--- src/rtl/l2_port_arbiter_if.sv ---
// Bundle of L1-side request/ack signals and L2-side strobes around the L2 port arbiter.
// The arbiter takes the slave view; the requesters/L2 model take the master view.
interface l2_port_arbiter_if;
    logic         i_req;
    logic [31:0]  i_addr;
    logic         d_req;
    logic         d_we;
    logic [31:0]  d_addr;
    logic [31:0]  d_wdata;
    logic         i_ack;
    logic         d_ack;
    logic [127:0] i_block;
    logic [127:0] d_block;
    logic         l2_read;
    logic         l2_write;
    logic [31:0]  l2_addr;
    logic [31:0]  l2_wdata;
    logic         l2_stall;
    logic [127:0] l2_block;
    logic         busy;
    logic         err;

    modport slave (
        input  i_req, i_addr, d_req, d_we, d_addr, d_wdata, l2_stall, l2_block,
        output i_ack, d_ack, i_block, d_block, l2_read, l2_write, l2_addr, l2_wdata,
               busy, err
    );

    modport master (
        output i_req, i_addr, d_req, d_we, d_addr, d_wdata, l2_stall, l2_block,
        input  i_ack, d_ack, i_block, d_block, l2_read, l2_write, l2_addr, l2_wdata,
               busy, err
    );
endinterface

--- src/rtl/l2_port_arbiter.sv ---
// Round-robin arbiter sharing the L2 request port between the I-side and D-side L1s,
// with registered strobes, stall hold, timeout abort and a one-cycle ack per transaction.
module l2_port_arbiter #(
    parameter int TIMEOUT = 64,
    parameter int CNT_W   = 7
) (
    input logic            clk,
    input logic            rst,
    l2_port_arbiter_if.slave bus
);

    typedef enum logic [1:0] {IDLE, ACCESS, RESP} state_t;

    state_t             state_q, state_d;
    logic               last_d_q, last_d_d;
    logic               win_d_q, win_d_d;
    logic [CNT_W-1:0]   cnt_q, cnt_d;
    logic               i_ack_q, i_ack_d;
    logic               d_ack_q, d_ack_d;
    logic [127:0]       i_block_q, i_block_d;
    logic [127:0]       d_block_q, d_block_d;
    logic               l2_read_q, l2_read_d;
    logic               l2_write_q, l2_write_d;
    logic [31:0]        l2_addr_q, l2_addr_d;
    logic [31:0]        l2_wdata_q, l2_wdata_d;
    logic               err_q, err_d;

    logic               grant_i, grant_d;
    logic               timeout_hit;

    // On a tie the side that did not win last time gets the port.
    assign grant_i     = bus.i_req && (!bus.d_req || last_d_q);
    assign grant_d     = bus.d_req && !grant_i;
    assign timeout_hit = bus.l2_stall && (cnt_q == CNT_W'(TIMEOUT - 1));

    always_ff @(posedge clk or negedge rst) begin
        if (!rst) begin
            state_q <= IDLE;
        end else begin
            state_q <= state_d;
        end
    end

    always_comb begin
        state_d = state_q;
        case (state_q)
            IDLE:    if (grant_i || grant_d) state_d = ACCESS;
            ACCESS:  if (l2_write_q || !bus.l2_stall || timeout_hit) state_d = RESP;
            RESP:    state_d = IDLE;
            default: state_d = IDLE;
        endcase
    end

    always_comb begin
        last_d_d   = last_d_q;
        win_d_d    = win_d_q;
        cnt_d      = cnt_q;
        i_ack_d    = 1'b0;
        d_ack_d    = 1'b0;
        i_block_d  = i_block_q;
        d_block_d  = d_block_q;
        l2_read_d  = l2_read_q;
        l2_write_d = l2_write_q;
        l2_addr_d  = l2_addr_q;
        l2_wdata_d = l2_wdata_q;
        err_d      = err_q;
        case (state_q)
            IDLE: begin
                if (grant_i || grant_d) begin
                    l2_addr_d  = grant_d ? bus.d_addr : bus.i_addr;
                    if (grant_d) l2_wdata_d = bus.d_wdata;
                    l2_read_d  = grant_i || !bus.d_we;
                    l2_write_d = grant_d && bus.d_we;
                    last_d_d   = grant_d;
                    win_d_d    = grant_d;
                    cnt_d      = '0;
                end
            end
            ACCESS: begin
                if (l2_write_q) begin
                    l2_write_d = 1'b0;
                    d_ack_d    = 1'b1;
                end else if (!bus.l2_stall) begin
                    if (win_d_q) d_block_d = bus.l2_block;
                    else         i_block_d = bus.l2_block;
                    l2_read_d = 1'b0;
                    d_ack_d   = win_d_q;
                    i_ack_d   = !win_d_q;
                end else if (timeout_hit) begin
                    // Abort: ack the winner so it is not stuck, but leave its block untouched.
                    err_d     = 1'b1;
                    l2_read_d = 1'b0;
                    d_ack_d   = win_d_q;
                    i_ack_d   = !win_d_q;
                end else begin
                    cnt_d = cnt_q + CNT_W'(1);
                end
            end
            default: ;
        endcase
    end

    always_ff @(posedge clk or negedge rst) begin
        if (!rst) begin
            last_d_q   <= 1'b1;
            win_d_q    <= 1'b0;
            cnt_q      <= '0;
            i_ack_q    <= 1'b0;
            d_ack_q    <= 1'b0;
            i_block_q  <= '0;
            d_block_q  <= '0;
            l2_read_q  <= 1'b0;
            l2_write_q <= 1'b0;
            l2_addr_q  <= '0;
            l2_wdata_q <= '0;
            err_q      <= 1'b0;
        end else begin
            last_d_q   <= last_d_d;
            win_d_q    <= win_d_d;
            cnt_q      <= cnt_d;
            i_ack_q    <= i_ack_d;
            d_ack_q    <= d_ack_d;
            i_block_q  <= i_block_d;
            d_block_q  <= d_block_d;
            l2_read_q  <= l2_read_d;
            l2_write_q <= l2_write_d;
            l2_addr_q  <= l2_addr_d;
            l2_wdata_q <= l2_wdata_d;
            err_q      <= err_d;
        end
    end

    assign bus.i_ack    = i_ack_q;
    assign bus.d_ack    = d_ack_q;
    assign bus.i_block  = i_block_q;
    assign bus.d_block  = d_block_q;
    assign bus.l2_read  = l2_read_q;
    assign bus.l2_write = l2_write_q;
    assign bus.l2_addr  = l2_addr_q;
    assign bus.l2_wdata = l2_wdata_q;
    assign bus.err      = err_q;
    assign bus.busy     = (state_q != IDLE);

endmodule

--- src/flat_wrapper.sv ---
// flat-port wrapper written by rule: the top's interface ports become plain ports
module l2_port_arbiter_flat 
#(
    parameter int TIMEOUT = 64,
    parameter int CNT_W   = 7
)
  (clk, rst, bus_i_req, bus_i_addr, bus_d_req, bus_d_we, bus_d_addr, bus_d_wdata, bus_l2_stall, bus_l2_block, bus_i_ack, bus_d_ack, bus_i_block, bus_d_block, bus_l2_read, bus_l2_write, bus_l2_addr, bus_l2_wdata, bus_busy, bus_err);
  l2_port_arbiter_if bus_i ();
  input logic clk;
  input logic rst;
  input wire logic [$bits(bus_i.i_req)-1:0] bus_i_req;
  input wire logic [$bits(bus_i.i_addr)-1:0] bus_i_addr;
  input wire logic [$bits(bus_i.d_req)-1:0] bus_d_req;
  input wire logic [$bits(bus_i.d_we)-1:0] bus_d_we;
  input wire logic [$bits(bus_i.d_addr)-1:0] bus_d_addr;
  input wire logic [$bits(bus_i.d_wdata)-1:0] bus_d_wdata;
  input wire logic [$bits(bus_i.l2_stall)-1:0] bus_l2_stall;
  input wire logic [$bits(bus_i.l2_block)-1:0] bus_l2_block;
  output wire logic [$bits(bus_i.i_ack)-1:0] bus_i_ack;
  output wire logic [$bits(bus_i.d_ack)-1:0] bus_d_ack;
  output wire logic [$bits(bus_i.i_block)-1:0] bus_i_block;
  output wire logic [$bits(bus_i.d_block)-1:0] bus_d_block;
  output wire logic [$bits(bus_i.l2_read)-1:0] bus_l2_read;
  output wire logic [$bits(bus_i.l2_write)-1:0] bus_l2_write;
  output wire logic [$bits(bus_i.l2_addr)-1:0] bus_l2_addr;
  output wire logic [$bits(bus_i.l2_wdata)-1:0] bus_l2_wdata;
  output wire logic [$bits(bus_i.busy)-1:0] bus_busy;
  output wire logic [$bits(bus_i.err)-1:0] bus_err;
  assign bus_i.i_req = bus_i_req;
  assign bus_i.i_addr = bus_i_addr;
  assign bus_i.d_req = bus_d_req;
  assign bus_i.d_we = bus_d_we;
  assign bus_i.d_addr = bus_d_addr;
  assign bus_i.d_wdata = bus_d_wdata;
  assign bus_i.l2_stall = bus_l2_stall;
  assign bus_i.l2_block = bus_l2_block;
  assign bus_i_ack = bus_i.i_ack;
  assign bus_d_ack = bus_i.d_ack;
  assign bus_i_block = bus_i.i_block;
  assign bus_d_block = bus_i.d_block;
  assign bus_l2_read = bus_i.l2_read;
  assign bus_l2_write = bus_i.l2_write;
  assign bus_l2_addr = bus_i.l2_addr;
  assign bus_l2_wdata = bus_i.l2_wdata;
  assign bus_busy = bus_i.busy;
  assign bus_err = bus_i.err;
  l2_port_arbiter #(.TIMEOUT(TIMEOUT), .CNT_W(CNT_W)) u_core (.clk(clk), .rst(rst), .bus(bus_i));
endmodule
--- config.mk ---
export PLATFORM = sky130hd
export DESIGN_NAME = l2_port_arbiter_flat
export DESIGN_NICKNAME = d
export VERILOG_FILES = /design/src/rtl/l2_port_arbiter_if.sv /design/src/rtl/l2_port_arbiter.sv /design/src/flat_wrapper.sv
export SDC_FILE = /design/constraint.sdc
export NUM_CORES = 1
export LEC_CHECK = 0
export BUFFER_PORTS_ARGS = -buffer_cell sky130_fd_sc_hd__buf_4
export CORE_AREA = 2 2 216 218
export CTS_BUF_LIST = sky130_fd_sc_hd__clkbuf_16
export DETAILED_ROUTE_END_ITERATION = 6
export DIE_AREA = 0 0 218 220
export GPL_ROUTABILITY_DRIVEN = 0
export PLACE_DENSITY = 0.52
export SLEW_MARGIN = 5
export SYNTH_ARGS = -nofsm -noshare
export SYNTH_HDL_FRONTEND = slang
export SYNTH_SLANG_ARGS = --single-unit
--- constraint.sdc ---
create_clock -name clk -period 1.7 [get_ports clk]
set_input_delay 0.34 -clock clk [delete_from_list [all_inputs] [get_ports clk]]
set_output_delay 0.34 -clock clk [all_outputs]
set_load 0.01 [all_outputs]
==> key figures <==
Run status
  – Outcome: finished, final reports clean

Synth
  – YS warnings: 0
  – Synth top area share: 65.2%
  – Yosys top cell by area: dfrtp_1
  – Synthesized area per cell: 15.6 um^2
  – Share of flip-flops with an asynchronous set or reset: 100%
  – Synth Register Bits: 336
  – Netlist cell types: 33
  – Post-synth EDFFs: 0
  – Post-Syn Nets: 1053
  – Post-Syn Area: 12900 um^2
  – Syn Inst Count: 822
  – Area contributors post-synth: dfrtp_1, mux2_2, mux2_1
  – Register area share after synthesis: 65.4%
  – Most used flip-flop cell after synthesis: dfrtp_1

Run
  – Maxcap violations: 0

Final layout
  – P&R area growth vs syn: 60.9%
  – Util after Layout: 45.1%
  – Finished Layout Cells: 2168
  – Fin nets: 1767
  – # diodes: 0
  – Most frequent cells in the layout: buf_4, dfrtp_1, mux2_2
  – Most common cell after layout, fill and taps aside: buf_4
  – Share of layout cells above drive strength 1: 54.3%

STA
  – Max Clk Rate: 598 MHz
  – Tcrit/Tclk final: 98.4%
  – Slew @ Worst Pin: 0.404 ns
  – Final Hold Fails: 0
  – RSZ-0062 raised after global routing: yes
  – Endpoints failing setup: 0
  – Crit path time final: 1.67 ns
  – Clk_skew: 0.0177 ns
  – Slack of the critical path: 0.0275 ns
  – Hold WS: 0.0350 ns
  – Slew Limit Fails: 0
  – Relative slew margins: 73.0%

Critical path
  – Critical path fanouts, max: 3
  – CP endpoint kind: primary output
  – Critical path arrival: 1.33 ns
  – Setup Crit Path Kind: reg2out
  – Critical Path RT: 1.36 ns
  – Startpoint Class: register

Power and ir drop
  – Leakage: 9.90 nW
  – Peak supply drop: 1.02 mV
  – PD cells: 1910 nW/um^2

Floorplanning
  – Die X: 218 um
  – Die Area: 48000 um^2
  – Row Count: 79
  – Initial cell density of the core: 28.0%
  – Core area: 45900 um^2
  – I/O pins: 556
  – Die Height: 220 um

Global routing
  – Vias in the first global route: 9781
  – First-pass GRT wire length: 58.4 mm
  – Total GRT Usage: 15.8%
  – Largest net degree at the start of global routing: 61
  – Overflow after GRT: 0
  – Initial antenna violation count: 0

Detailed routing
  – Post-Route WL: 40.1 mm
  – Via count: 9380
  – Iter 0 DRT Violations: 304
  – Drt via density: 4.33
  – First-pass DRT Iterations: 4
  – Number of routed nets with antenna violations: 0
  – Drt drc: 0
  – Wire per inst: 18.5 um

Clock network
  – H-tree levels: 2
  – Clock Latency Late Sink: 0.54 ns
  – Sink Count: 336
  – Clock Pin Slew Worst Setup and Hold Paths: 0.06 ns
  – CTS tree: built
  – Root Driver: clkbuf_16
  – Cts bufs inserted: 39
  – CTS max path bufs: 3

Placement
  – Place WS: -0.0357 ns
  – Placed Cells: 1996
  – I/O Buffers: 555
  – Detailed Place HPWL: 29.8 mm

Worst hold path
  – Min-Delay Path Class: in2reg
==> worst paths after layout <==
| check | startpoint | end | slack (ns) | cells after the start |
|---|---|---|---|---|
| worst max-delay path | u_core.state_q[1] | bus_busy | 0.03 | 4 |
| worst min-delay path | bus_l2_block[75] | u_core.bus.d_block[75] | 0.03 | 2 |
| worst max register to register | u_core.state_q[1] | u_core.bus.i_block[47] | 0.04 | 5 |
| worst min register to register | u_core.bus.err | u_core.bus.err | 0.46 | 1 |
| max in group asynchronous | rst | u_core.bus.i_block[67] | 0.69 | 3 |
| min in group asynchronous | rst | u_core.bus.d_block[114] | 0.29 | 2 |
==> synthesized netlist by cell type, types with 2 or more instances <==
library cell / n
buf_2: 23
nand2_1: 43
a31oi_1: 2
clkbuf_1: 6
a21oi_1: 6
mux2_1: 120
nand3_1: 4
dfrtp_1: 335
o21a_1: 4
o21ai_0: 36
inv_1: 4
buf_4: 12
nor2_1: 6
mux2_2: 168
a41oi_1: 2
mux2i_1: 34
==> kinds of logic (layout without fill, tap and decap cells) <==
| kind of cell | count (synthesis) | count (layout) | share of synthesized area, % |
|---|---|---|---|
| simple gates | 63 | 63 | 2.28 |
| compound gates | 55 | 55 | 2.51 |
| flops | 336 | 336 | 65.4 |
| buf+inv | 45 | 784 | 1.89 |
| fa+ha+maj | 1 | 1 | 0.0973 |
| mux | 322 | 322 | 27.9 |
==> routing by layer <==
metal / global-route usage [%] / share of wire, % / vias up
met5: 0 / 0 / -
met1: 18.7 / 39 / 4626
met4: 5.33 / 2.8 / 0
met3: 5.89 / 9.0 / 56
met2: 26.5 / 49 / 378
li1: - / - / 4320
==> state kept, by name (all words and copies together), names as in the netlist <==
signal               flops
u_core.bus.d_ack         1
u_core.bus.err           1
u_core.bus.l2_read       1
u_core.bus.i_block     128
u_core.state_q           2
u_core.bus.i_ack         1
u_core.bus.d_block     128
u_core.bus.l2_write      1
u_core.win_d_q           1
u_core.last_d_q          1
u_core.cnt_q             7
u_core.bus.l2_wdata     32
u_core.bus.l2_addr      32
==> cell type report <==
cell class | count | area (um^2)
fill | 4266 | 25200
sequential | 336 | 8410
timing repair buffer | 714 | 5910
multi-input combinational | 441 | 4320
clock buffer | 41 | 1030
tap | 607 | 759
clock inverter | 25 | 260
inverter | 4 | 15.0
==> stage by stage <==
stage,instance area [um^2],setup TNS (ns),power (W)
global placement,18200,-0.360,0.0305
CTS,20500,-0.0206,0.0398
floorplan,12900,0,0.0212
finish,20700,0,0.0396
global route,20700,-2.70,0.0420
detailed placement,18200,-0.950,0.0308
==> power breakdown <==
part | switching, W | total (W) | internal [W]
clock network | 0.00325 | 0.00848 | 0.00523
registers | 0.00220 | 0.0142 | 0.0120
logic | 0.00731 | 0.0168 | 0.00952
total | 0.0128 | 0.0396 | 0.0268
==> worst max-delay path, cell delays in order (launching register included) <==
cell and delay [ns]:
dfrtp_1 0.37, buf_4 0.15, nor2_4 0.11, inv_2 0.04
buf_6 0.12
==> what timing repair did <==
item                       in CTS  in global routing
pin swaps                       1                  0
setup buffers                   2                  3
hold endpoints to repair      134                  1
resized for setup               8                 30
cloned                          0                  3
hold buffers                   97                  1
setup endpoints to repair       2                178
(Power assumes the default switching activity.)
